## src/rtl/ysyx_22050710_if_stage_ibuf.sv

```systemverilog
// ysyx_22050710_if_stage_ibuf
//   Decoupled fetch stage. A pre-IF engine issues requests on a split
//   req/addr_ok/data_ok inst SRAM interface, keeping up to MAX_OUTSTANDING
//   fetches in flight. Responses land in a FIFO_DEPTH-entry instruction buffer
//   that feeds ID. A branch from ID flushes the buffer, redirects the fetch PC
//   and marks every in-flight response as stale so that it is dropped on return.
//
// Ports
//   i_clk, i_rst          clock, synchronous active-high reset
//   i_ds_allowin          ID takes the buffer head this cycle
//   i_br_bus              {br_taken, br_target}
//   o_fs_to_ds_valid      buffer head valid
//   o_fs_to_ds_bus        {inst, pc} of the buffer head
//   o_inst_sram_req       fetch request
//   o_inst_sram_addr      fetch PC with bits [2:0] cleared (64-bit beat)
//   i_inst_sram_addr_ok   request accepted this cycle
//   i_inst_sram_data_ok   oldest response returned this cycle
//   i_inst_sram_rdata     response beat (two instructions, picked by pc[2])
//
// Handshakes: a request transfers in a cycle where o_inst_sram_req and
// i_inst_sram_addr_ok are both high; req and addr stay stable until then.
// A buffer entry transfers to ID in a cycle where o_fs_to_ds_valid and
// i_ds_allowin are both high; the head stays stable until then.
module ysyx_22050710_if_stage_ibuf #(
  parameter int                 INST_WD         = 32,
  parameter int                 PC_WD           = 64,
  parameter logic [PC_WD-1:0]   PC_RESETVAL     = 64'h8000_0000,
  parameter int                 SRAM_ADDR_WD    = 64,
  parameter int                 SRAM_DATA_WD    = 64,
  parameter int                 FIFO_DEPTH      = 4,
  parameter int                 MAX_OUTSTANDING = 2,
  parameter int                 FS_TO_DS_BUS_WD = INST_WD + PC_WD,
  parameter int                 BR_BUS_WD       = PC_WD + 1
) (
  input  logic                       i_clk,
  input  logic                       i_rst,
  input  logic                       i_ds_allowin,
  input  logic [BR_BUS_WD-1:0]       i_br_bus,
  output logic                       o_fs_to_ds_valid,
  output logic [FS_TO_DS_BUS_WD-1:0] o_fs_to_ds_bus,
  output logic                       o_inst_sram_req,
  output logic [SRAM_ADDR_WD-1:0]    o_inst_sram_addr,
  input  logic                       i_inst_sram_addr_ok,
  input  logic                       i_inst_sram_data_ok,
  input  logic [SRAM_DATA_WD-1:0]    i_inst_sram_rdata
);

  localparam int FA_W  = $clog2(FIFO_DEPTH);
  localparam int CNT_W = $clog2(FIFO_DEPTH + 1);
  localparam int PQ_W  = (MAX_OUTSTANDING > 1) ? $clog2(MAX_OUTSTANDING) : 1;
  localparam logic [CNT_W-1:0] MAX_OUT  = CNT_W'(MAX_OUTSTANDING);
  localparam logic [CNT_W-1:0] DEPTH_C  = CNT_W'(FIFO_DEPTH);
  localparam logic [CNT_W:0]   DEPTH_X  = (CNT_W + 1)'(FIFO_DEPTH);
  localparam logic [PQ_W-1:0]  PQ_LAST  = PQ_W'(MAX_OUTSTANDING - 1);
  localparam logic [PC_WD-1:0] BEAT_MSK = ~PC_WD'(7);
  localparam logic [PC_WD-1:0] WORD_MSK = ~PC_WD'(3);

  logic             br_taken;
  logic [PC_WD-1:0] br_target;
  assign {br_taken, br_target} = i_br_bus;

  // Fetch PC, in-flight PC queue, counters and instruction buffer.
  logic [PC_WD-1:0]           pf_pc_q, pf_pc_d;
  logic [PC_WD-1:0]           pq_mem_q [MAX_OUTSTANDING];
  logic [PC_WD-1:0]           pq_mem_d [MAX_OUTSTANDING];
  logic [PQ_W-1:0]            pq_wr_q, pq_wr_d, pq_rd_q, pq_rd_d;
  logic [CNT_W-1:0]           out_q, out_d;
  logic [CNT_W-1:0]           cancel_q, cancel_d;
  logic [FS_TO_DS_BUS_WD-1:0] fifo_mem_q [FIFO_DEPTH];
  logic [FS_TO_DS_BUS_WD-1:0] fifo_mem_d [FIFO_DEPTH];
  logic [FA_W-1:0]            wr_q, wr_d, rd_q, rd_d;
  logic [CNT_W-1:0]           cnt_q, cnt_d;

  logic               credit_ok, addr_hs, resp, keep, pop;
  logic [PC_WD-1:0]   resp_pc;
  logic [INST_WD-1:0] resp_inst;

  function automatic logic [PQ_W-1:0] pq_next(input logic [PQ_W-1:0] p);
    return (p == PQ_LAST) ? '0 : p + PQ_W'(1);
  endfunction

  always_comb begin
    // Cancelled requests still occupy in-flight slots and buffer credit.
    credit_ok = (out_q < MAX_OUT) && (({1'b0, out_q} + {1'b0, cnt_q}) < DEPTH_X);
    o_inst_sram_req  = !i_rst && !br_taken && credit_ok;
    o_inst_sram_addr = i_rst ? SRAM_ADDR_WD'(PC_RESETVAL & BEAT_MSK)
                             : SRAM_ADDR_WD'(pf_pc_q & BEAT_MSK);
    addr_hs = o_inst_sram_req && i_inst_sram_addr_ok;

    // data_ok with nothing in flight is a bridge protocol error and is ignored.
    resp      = i_inst_sram_data_ok && (out_q != '0);
    resp_pc   = pq_mem_q[pq_rd_q];
    resp_inst = resp_pc[2] ? i_inst_sram_rdata[2*INST_WD-1:INST_WD]
                           : i_inst_sram_rdata[INST_WD-1:0];
    keep      = resp && (cancel_q == '0) && !br_taken;

    // Head comes straight from registered state: no path from data_ok.
    o_fs_to_ds_valid = (cnt_q != '0) && !br_taken && !i_rst;
    o_fs_to_ds_bus   = fifo_mem_q[rd_q];
    pop              = o_fs_to_ds_valid && i_ds_allowin;

    pf_pc_d = pf_pc_q;
    if (br_taken)     pf_pc_d = br_target & WORD_MSK;
    else if (addr_hs) pf_pc_d = pf_pc_q + PC_WD'(4);

    pq_mem_d = pq_mem_q;
    pq_wr_d  = pq_wr_q;
    pq_rd_d  = pq_rd_q;
    if (addr_hs) begin
      pq_mem_d[pq_wr_q] = pf_pc_q;
      pq_wr_d           = pq_next(pq_wr_q);
    end
    if (resp) pq_rd_d = pq_next(pq_rd_q);

    out_d = out_q + CNT_W'(addr_hs) - CNT_W'(resp);

    // A branch makes every still-unanswered request stale; reload, not add.
    cancel_d = cancel_q;
    if (br_taken)                       cancel_d = out_q - CNT_W'(resp);
    else if (resp && cancel_q != '0)    cancel_d = cancel_q - CNT_W'(1);

    fifo_mem_d = fifo_mem_q;
    wr_d       = wr_q;
    rd_d       = rd_q;
    cnt_d      = cnt_q;
    if (br_taken) begin
      wr_d  = '0;
      rd_d  = '0;
      cnt_d = '0;
    end else begin
      if (keep) begin
        fifo_mem_d[wr_q] = {resp_inst, resp_pc};
        wr_d             = wr_q + FA_W'(1);
      end
      if (pop) rd_d = rd_q + FA_W'(1);
      cnt_d = cnt_q + CNT_W'(keep) - CNT_W'(pop);
    end
  end

  always_ff @(posedge i_clk) begin
    if (i_rst) begin
      pf_pc_q  <= PC_RESETVAL;
      pq_wr_q  <= '0;
      pq_rd_q  <= '0;
      out_q    <= '0;
      cancel_q <= '0;
      wr_q     <= '0;
      rd_q     <= '0;
      cnt_q    <= '0;
    end else begin
      pf_pc_q  <= pf_pc_d;
      pq_wr_q  <= pq_wr_d;
      pq_rd_q  <= pq_rd_d;
      out_q    <= out_d;
      cancel_q <= cancel_d;
      wr_q     <= wr_d;
      rd_q     <= rd_d;
      cnt_q    <= cnt_d;
    end
    pq_mem_q   <= pq_mem_d;
    fifo_mem_q <= fifo_mem_d;
  end

  always_ff @(posedge i_clk) begin
    if (!i_rst) begin
      assert (!(i_inst_sram_data_ok && out_q == '0));
      assert (!(keep && !pop && cnt_q == DEPTH_C));
    end
  end

endmodule

```

## config.mk

```make
export PLATFORM = sky130hd
export DESIGN_NAME = ysyx_22050710_if_stage_ibuf
export DESIGN_NICKNAME = d
export VERILOG_FILES = /design/src/rtl/ysyx_22050710_if_stage_ibuf.sv
export SDC_FILE = /design/constraint.sdc
export NUM_CORES = 1
export LEC_CHECK = 0
export CAP_MARGIN = 20
export CORE_ASPECT_RATIO = 0.7
export CORE_MARGIN = 2
export CORE_UTILIZATION = 60
export DETAILED_ROUTE_END_ITERATION = 16
export HOLD_SLACK_MARGIN = 0.08
export PLACE_DENSITY = 0.85
export RECOVER_POWER = 100
export SLEW_MARGIN = 20
export SYNTH_ARGS = -nofsm -noshare
export SYNTH_HDL_FRONTEND = slang
export SYNTH_SLANG_ARGS = --single-unit
```

## constraint.sdc

```tcl
create_clock -name i_clk -period 10.3 [get_ports i_clk]
set_clock_uncertainty 0.2 [all_clocks]
set_input_delay 1.545 -clock i_clk [delete_from_list [all_inputs] [get_ports i_clk]]
set_output_delay 1.545 -clock i_clk [all_outputs]
set_load 0.005 [all_outputs]
```

==> results.cfg <==
[drt]
drt_wl_total_um = 55700
antenna_left = 0
drt_pass1_iterations = 9
initialDrtViolationCount = 1534
wl_per_cell_um = 24.7
viasPerCell = 6.19
route.detailed.drc = 0
vias = 14000

[power]
vdd.ir_drop.worst_mv = 0.121
p_int_uw = 4090
clock_power_share_pct = 34.9
seqPwrFrac_pct = 52.6
power.switching_uw = 1240
powerDensity_mw_per_mm2 = 187
comb_power_share_pct = 12.5
power_uw = 5330
switching_share_pct = 23.3
total_leakage_power_uw = 0.00935

[run_status]
violations = capacitance limit, slew limit
status = complete, but fails checks

[min_path]
hp-class = reg2reg

[yosys]
synthCells = 1399
syn_area_per_cell_um2 = 16.8
syn_area_mm2 = 0.0235
async_flop_share_pct = 0
ys.flop_type = edfxtp_1
synth-edff-count = 500
yosysWarningCount = 0
synth_cell_types = 62
yosysSeqAreaShare_pct = 70.5
ys_seq_elements = 577

[clock_network]
cts_resized = 0
cts_tree = built
clkSinkCount = 577
clockBufferDepth = 3
htree_levels = 2
postCtsSetupBuffers = 0
cts_hold_buf = 0
clock_latency_ps = 570
clk_pin_slew_ps = 60
cts_inserted_buffers = 51
root_buffer = clkbuf_16

[global_routing]
antenna_found_initial = 7
grt_max_degree = 80
grt-ovfl-total = 0
grt_pass1_wl_um = 82900
grt_pass1_vias = 13900
track_usage_pct = 27.3

[placement]
globalplace.congestion = 0.883
dp_hpwl_um = 34800
io_buffer_count = 288
place_area_mm2 = 0.0269

[timing]
finalSetupViolCount = 0
setup_tns_ps = 0
max_slew.worst_pin.slew_ps = 4290
fmax_ghz = 0.132
min_period_ps = 7570
whs_ps = 293
relSlewSlack_pct = -186
rsz0062_at_grt = no
drv_slew = 432
timing.final.crit_share_pct = 73.5
finalHoldViolCount = 0

[floorplan]
die_h_um = 170
initial_core_util_pct = 61.0
coreArea_mm2 = 0.0385
chipWidth_um = 240
dieArea_mm2 = 0.0408
rows = 60
io_pins = 296

[final_layout]
fin_util_pct = 73.8
drive_above_1_share_pct = 11.2
area_growth_pct = 21.1
nets = 1833
final_area_mm2 = 0.0284

[critical_path]
worst_setup_path_start_kind = register
crit_required_ps = 8560
critPathMaxFanout = 67
cp.arrival_ps = 5820
crit_type = reg2out
cp-end-kind = output port

[run]
cap_viol_max_count = 9
-- final cells by class --
| cell class | count | area (um2) |
|---|---|---|
| antenna | 7 | 17.5 |
| clock buffer | 67 | 1390 |
| clock inverter | 25 | 226 |
| fill | 2278 | 10100 |
| inverter | 24 | 90.1 |
| multi-input combinational | 722 | 6520 |
| sequential | 577 | 16600 |
| tap | 527 | 659 |
| timing repair buffer | 305 | 2970 |
-- placed cells by master, fill, tap and decap left out, types with 5 or more instances in the layout --
cell type        count
edfxtp_1           500
dlygate4sd3_1      152
clkdlybuf4s50_1    134
mux4_2              94
mux2_1              94
dfxtp_1             76
nor2_1              68
nor2b_1             57
nand2_1             57
clkbuf_16           53
a21oi_1             36
nand3_1             34
nand4_1             27
o21ai_0             27
inv_1               24
clkbuf_1            22
xnor2_1             21
and3_1              19
nor3_1              17
ha_1                16
nor4_1              12
a31oi_1             11
a32oi_1             10
xor2_1               9
mux2i_1              9
clkinv_2             9
and2_1               8
clkinv_1             8
buf_4                8
diode_2              7
o22ai_1              7
a22oi_1              7
a211oi_1             6
a41oi_1              6
and2_0               5
and4_1               5
o211ai_1             5
a221oi_1             5
conb_1               5
-- path summary, 6_finish.rpt --
| kind | startpoint | to | slack, ps | cells after the start |
|---|---|---|---|---|
| worst max-delay path | rd_q[1]$_SDFFE_PP0P_ | o_fs_to_ds_bus[36] | 2730 | 3 |
| worst min-delay path | pf_pc_q[60]$_SDFFE_PP0P_ | pq_mem_q[60]$_DFFE_PP_ | 290 | 0 |
| worst max register to register | out_q[1]$_SDFF_PP0_ | fifo_mem_q[361]$_DFFE_PP_ | 4710 | 4 |
| worst min register to register | pf_pc_q[60]$_SDFFE_PP0P_ | pq_mem_q[60]$_DFFE_PP_ | 290 | 0 |
-- logic make-up (layout without fill, tap and decap cells) --
| kind of cell | Yosys count | in the layout | share of synthesized area [%] |
|---|---|---|---|
| adders and majority gates | 18 | 18 | 1.02 |
| and+or+nand+nor | 337 | 337 | 7.78 |
| AOI/OAI and AO/OA | 130 | 130 | 3.56 |
| muxes | 202 | 202 | 14.1 |
| other | 1 | 12 | 0.0160 |
| xor gates and xnor gates | 30 | 30 | 1.12 |
| buffers and inverters | 104 | 421 | 1.84 |
| DFF | 577 | 577 | 70.5 |
-- worst max-delay path, stage by stage, from the launching register on --
cell,delay [ps]
dfxtp_4,650
clkbuf_1,3040
mux4_2,790
dlygate4sd3_1,650
-- power by group through the flow --
stage | sequential (uW) | combinational, uW | clock [uW]
6_report | 2800 | 667 | 1860
5_1_grt | 2810 | 717 | 1970
4_1_cts | 2800 | 707 | 1880
3_5_place_dp | 2850 | 700 | 0
3_3_place_gp | 2840 | 676 | 0
2_1_floorplan | 2830 | 408 | 0
-- per-stage QoR --
step,std cells,worst slack [ps]
CTS,2247,5000
global route,2253,2490
global placement,2155,5060
finish,2254,2730
floorplan,1403,4520
detailed placement,2155,5020
-- synth_stat cells (3+ instances only) --
library cell	number	share of area, %
edfxtp_1	500	64
mux2_2	98	4.7
mux4_2	94	9.0
dfxtp_1	77	6.6
nor2_1	69	1.1
nand2_1	57	0.91
nor2b_1	57	1.5
clkbuf_1	51	0.82
a21oi_1	36	0.77
nand3_1	34	0.72
nand4_1	27	0.72
o21ai_0	27	0.58
inv_1	23	0.37
xnor2_1	21	0.78
and3_1	19	0.51
nor3_1	17	0.36
ha_1	16	0.85
and2_1	15	0.40
buf_2	12	0.26
a31oi_1	11	0.29
buf_1	11	0.18
nor4_1	11	0.29
a32oi_1	10	0.37
mux2i_1	10	0.43
xor2_1	9	0.34
a22oi_1	7	0.22
o22ai_1	7	0.19
a211oi_1	6	0.19
a41oi_1	6	0.22
a221oi_1	5	0.19
and4_1	5	0.19
buf_4	5	0.16
o211ai_1	5	0.16
or3_1	4	0.11
or4_1	3	0.096
-- registers in the layout (all words and copies together), names as in the netlist, 2 cells and up --
name        flops
fifo_mem_q    376
wr_q            2
out_q           3
rd_q            2
pf_pc_q        62
cancel_q        3
cnt_q           3
pq_mem_q      124
-- per-layer routing --
metal	vias to the layer above	wire (um)	global-route usage [%]
met5	-	0	0
met1	7030	22200	38.8
met3	118	4690	4.26
met4	0	1860	9.83
met2	737	26900	43.6
li1	6078	-	-
No activity file was read; power rests on OpenSTA's default activity.
